## src/rtl/mux_e_2_1_if.sv

```systemverilog
// Signal bundle for mux_e_2_1: data/select/enable in, combinational and registered results out.
// No handshake: the master may change inputs at any time; the slave captures whatever is present at each rising clk.
interface mux_e_2_1_if #(
    parameter int WIDTH = 1,
    parameter int CNT_W = 8
);
    logic [WIDTH-1:0] i0;
    logic [WIDTH-1:0] i1;
    logic             s0;
    logic             e;
    logic [WIDTH-1:0] y;
    logic [WIDTH-1:0] y_q;
    logic             y_vld;
    logic [CNT_W-1:0] chg_cnt;

    modport master (
        output i0, i1, s0, e,
        input  y, y_q, y_vld, chg_cnt
    );

    modport slave (
        input  i0, i1, s0, e,
        output y, y_q, y_vld, chg_cnt
    );
endinterface

```

## src/rtl/mux_e_2_1.sv

```systemverilog
// Enabled 2:1 mux with a combinational output, a registered copy, and a saturating
// counter of clock edges on which the registered copy changed value.
module mux_e_2_1 #(
    parameter int WIDTH = 1,
    parameter int CNT_W = 8
) (
    input  logic       clk,
    input  logic       rst,
    mux_e_2_1_if.slave bus
);
    logic [WIDTH-1:0] y_comb;

    // A ?: on an unknown select merges agreeing bits and leaves the rest X.
    assign y_comb = bus.e ? (bus.s0 ? bus.i1 : bus.i0) : '0;
    assign bus.y  = y_comb;

    logic [WIDTH-1:0] y_q_r;
    logic             y_vld_r;
    logic [CNT_W-1:0] chg_cnt_r;

    // Reset value of y_q_r is the change baseline, so the first nonzero capture counts.
    always_ff @(posedge clk or posedge rst) begin
        if (rst) begin
            y_q_r     <= '0;
            y_vld_r   <= 1'b0;
            chg_cnt_r <= '0;
        end else begin
            y_q_r   <= y_comb;
            y_vld_r <= bus.e;
            if ((y_comb != y_q_r) && (chg_cnt_r != {CNT_W{1'b1}}))
                chg_cnt_r <= chg_cnt_r + CNT_W'(1);
        end
    end

    assign bus.y_q     = y_q_r;
    assign bus.y_vld   = y_vld_r;
    assign bus.chg_cnt = chg_cnt_r;
endmodule

```

## src/flat_wrapper.sv

```systemverilog
// flat-port wrapper written by rule: the top's interface ports become plain ports
module mux_e_2_1_flat 
#(
    parameter int WIDTH = 1,
    parameter int CNT_W = 8
)
  (clk, rst, bus_i0, bus_i1, bus_s0, bus_e, bus_y, bus_y_q, bus_y_vld, bus_chg_cnt);
  mux_e_2_1_if #(.WIDTH(WIDTH), .CNT_W(CNT_W)) bus_i ();
  input  logic clk;
  input  logic rst;
  input wire logic [$bits(bus_i.i0)-1:0] bus_i0;
  input wire logic [$bits(bus_i.i1)-1:0] bus_i1;
  input wire logic [$bits(bus_i.s0)-1:0] bus_s0;
  input wire logic [$bits(bus_i.e)-1:0] bus_e;
  output wire logic [$bits(bus_i.y)-1:0] bus_y;
  output wire logic [$bits(bus_i.y_q)-1:0] bus_y_q;
  output wire logic [$bits(bus_i.y_vld)-1:0] bus_y_vld;
  output wire logic [$bits(bus_i.chg_cnt)-1:0] bus_chg_cnt;
  assign bus_i.i0 = bus_i0;
  assign bus_i.i1 = bus_i1;
  assign bus_i.s0 = bus_s0;
  assign bus_i.e = bus_e;
  assign bus_y = bus_i.y;
  assign bus_y_q = bus_i.y_q;
  assign bus_y_vld = bus_i.y_vld;
  assign bus_chg_cnt = bus_i.chg_cnt;
  mux_e_2_1 #(.WIDTH(WIDTH), .CNT_W(CNT_W)) u_core (.clk(clk), .rst(rst), .bus(bus_i));
endmodule
```

## config.mk

```make
export PLATFORM = sky130hd
export DESIGN_NAME = mux_e_2_1_flat
export DESIGN_NICKNAME = d
export VERILOG_FILES = /design/src/rtl/mux_e_2_1_if.sv /design/src/rtl/mux_e_2_1.sv /design/src/flat_wrapper.sv
export SDC_FILE = /design/constraint.sdc
export NUM_CORES = 1
export LEC_CHECK = 0
export CAP_MARGIN = 20
export CORE_UTILIZATION = 38
export CTS_CLUSTER_DIAMETER = 30
export DETAILED_ROUTE_END_ITERATION = 8
export HOLD_SLACK_MARGIN = 0.02
export PLACE_DENSITY = 0.71
export SYNTH_ARGS = -nofsm -noshare
export SYNTH_HDL_FRONTEND = slang
export SYNTH_SLANG_ARGS = --single-unit
```

## constraint.sdc

```tcl
create_clock -name clk -period 1.8 [get_ports clk]
set_clock_uncertainty 0.1 [all_clocks]
set_input_delay 0.18 -clock clk [delete_from_list [all_inputs] [get_ports clk]]
set_output_delay 0.18 -clock clk [all_outputs]
set_load 0.01 [all_outputs]
```

==> impl_metrics.py <==
metrics = {
    "worst_setup_path": {
        "cp_max_fo": 4,
        "critical-path-max-stage-delay_ns": 0.37,
        "crit_type": "flop to flop",
        "rr_worst_depth": 5,
        "reg2reg_slack_ns": 0.06,
        "startpoint_type": "flop",
        "worst_setup_path_end_kind": "flop",
        "critPathArrivalTime_ns": 1.78,
        "r2r_start": "u_core.bus.chg_cnt[1]",
        "cp_slowest_cell": "or3_1",
        "cp.required_ns": 1.84,
        "regToRegEndpoint": "u_core.bus.chg_cnt[1]",
        "cp_cell_sequence": "ha_2 -> nand2_1 -> or3_1 -> a21boi_2 -> mux2_1",
    },
    "synth": {
        "synth_compound_area_share_pct": 10.4,
        "ys_seq_area_share_pct": 48.3,
        "synth_xor_xnor_area_share_pct": 1.69,
        "yosys.area_share.adder_pct": 2.42,
        "synth_mux_area_share_pct": 17.1,
        "synth_cell_type_count": 19,
        "ys_ff_latch": 10,
        "synthSimpleGateAreaFrac_pct": 17.6,
        "synth_top_cell_by_area": "dfrtp_1",
        "synth_nets": 57,
        "yosys-top-cells-area": "dfrtp_1 (48%), mux2_2 (8.7%), mux2_1 (6.5%), nand2_1 (5.8%), nand3_1 (3.9%)",
        "syn-instance-count": 50,
        "synth_top_family_by_area": "simple AND/OR/NAND/NOR gates",
        "yosys_warnings": 0,
        "synth_top_area_share_pct": 48.3,
        "synth_area_um2": 518,
        "postSynthAreaPerCell_um2": 10.4,
    },
    "timing": {
        "period_needed_ns": 1.74,
        "setup_slack_ns": 0.0552,
        "worst_pin_slew_ns": 0.384,
        "whs_ns": 0.0994,
        "fin_crit_sh_pct": 96.9,
        "fmax_ghz": 0.573,
        "setup-violations-final": 0,
        "maxSlewViolCount": 0,
        "slew_headroom_pct": 74.4,
        "finalHoldViolCount": 0,
        "finalSetupTns_ns": 0,
    },
    "placement": {
        "gp_congestion": 0.766,
        "io_buffers": 16,
        "post-place-ws_ns": -0.301,
        "place_inst": 85,
        "dp_hpwl_um": 839,
        "dpl_cell_area_um2": 736,
    },
    "route": {
        "drtIter0Drc": 3,
        "ant_nets": 0,
        "wl_um": 1100,
        "avgRoutedWirePerCell_um": 12.5,
        "vias_per_cell": 5.11,
        "drc": 0,
        "dr.pass1.iters": 2,
        "vias": 450,
    },
    "flow_run": {
        "drv_cap": 0,
    },
    "cts": {
        "cts_buffers": 3,
        "cts_root_buf": "clkbuf_4",
        "cts_tree": "yes",
        "insertion_delay_ns": 0.26,
        "hold_buffers": 0,
        "cts_max_path_buffers": 2,
        "htree_levels": 1,
        "clock-sinks": 10,
        "path_clk_slew_ns": 0.06,
    },
    "die": {
        "rows": 12,
        "start_util_pct": 43.7,
        "dieWidth_um": 38.9,
        "core_area_um2": 1190,
        "dieHeight_um": 38.9,
        "io_pins": 17,
        "die_area_um2": 1510,
    },
    "global_route": {
        "grt_max_degree": 11,
        "track_usage_pct": 18.3,
        "grt_pass1_vias": 446,
        "antenna_found_initial": 0,
        "grt-ovfl-total": 0,
        "grt_pass1_wl_um": 1780,
    },
    "cells_and_area": {
        "final_common_cell": "clkdlybuf4s50_1",
        "syn_to_final_growth_pct": 50.7,
        "final_layout_size_suffix_gt1_share_pct": 27.0,
        "final_cells": 88,
        "final_nets": 83,
        "nFillCells": 102,
        "layout_common_cells": "clkdlybuf4s50_1 (15), dfrtp_1 (10), nand2_1 (8)",
        "final_cell_area_um2": 781,
        "num_antenna_cells": 0,
    },
    "outcome": {
        "outcome": "complete, no violations",
    },
    "power_and_ir_drop": {
        "peakVddDrop_v": 0.000712,
        "power_leakage_nw": 0.339,
        "powerDensity_nw_per_um2": 1240,
    },
    "hold_path": {
        "worstHoldPathType": "input port to async pin",
    },
}
## through the flow
step	utilization, %	power [mW]
after floorplan	-	0.539
after global placement	62.0	0.804
after detailed placement	62.0	0.813
after CTS	64.3	0.975
after global routing	65.8	1.04
final	65.8	0.965
## worst max-delay path: cells and delay by family (launching register included)
kind            cells  cell delay, ns
flops               1            0.36
compound gates      1            0.19
simple gates        2            0.45
mux                 1            0.33
fa+ha+maj           1            0.21
## synth_stat cells, drive strengths merged
cell / n
nand2b: 2
a21boi: 2
or3: 3
a21oi: 3
or2: 1
nor2: 1
o21ai: 1
xor2: 1
nand2: 8
dfrtp: 10
mux2i: 1
ha: 1
nand3: 4
mux2: 7
buf: 1
inv: 2
a211oi: 2
## metal layers
metal	up-vias	wire, um	GRT usage (%)
met4	0	13	5.17
met2	14	562	31.7
met5	-	0	0
met3	2	56	8.67
li1	227	-	-
met1	207	471	19.7
## registers in the layout, indices dropped and copies added, names as in the netlist
register            cells
u_core.bus.y_q          1
u_core.bus.y_vld        1
u_core.bus.chg_cnt      8
## worst max-delay path by stage
stage	start	endpoint	slack, ns	cells past startpoint
after global placement	bus_e	u_core.bus.chg_cnt[6]	-0.27	5
after detailed placement	bus_s0	u_core.bus.chg_cnt[6]	-0.30	5
after CTS	bus_s0	u_core.bus.chg_cnt[5]	0.02	5
after global routing	bus_e	u_core.bus.chg_cnt[5]	-0.008	5
final	u_core.bus.chg_cnt[1]	u_core.bus.chg_cnt[1]	0.06	5
after floorplan	u_core.bus.chg_cnt[0]	u_core.bus.chg_cnt[1]	0.04	5
## power by group
| group | total, mW | switching, mW | internal [mW] |
|---|---|---|---|
| clock | 0.149 | 0.0717 | 0.0770 |
| combinational | 0.482 | 0.199 | 0.283 |
| sequential | 0.335 | 0.0434 | 0.291 |
## repair_timing
item                       in CTS  in global routing
buffers inserted                0                  0
hold endpoints to repair        0                  0
setup endpoints to repair       1                  5
pin swaps                       0                  0
resized for setup               1                  5
## cells by family (layout without fill, tap and decap cells)
logic type / count (synthesis) / after routing
simple gates: 19 / 19
xor+xnor: 1 / 1
fa+ha+maj: 1 / 1
flops: 10 / 10
buf+inv: 3 / 27
compound gates: 8 / 8
mux: 8 / 8
## cell type report
class | count | area, um^2 | area share, %
flip-flops and latches | 10 | 250 | 32.1
multi-input cells | 37 | 275 | 35.3
well taps | 14 | 17.5 | 2.24
inverters | 2 | 7.51 | 0.962
clock buffers | 3 | 22.5 | 2.88
repair buffers | 22 | 208 | 26.6
Note: power is estimated with default switching activity, not from simulation.
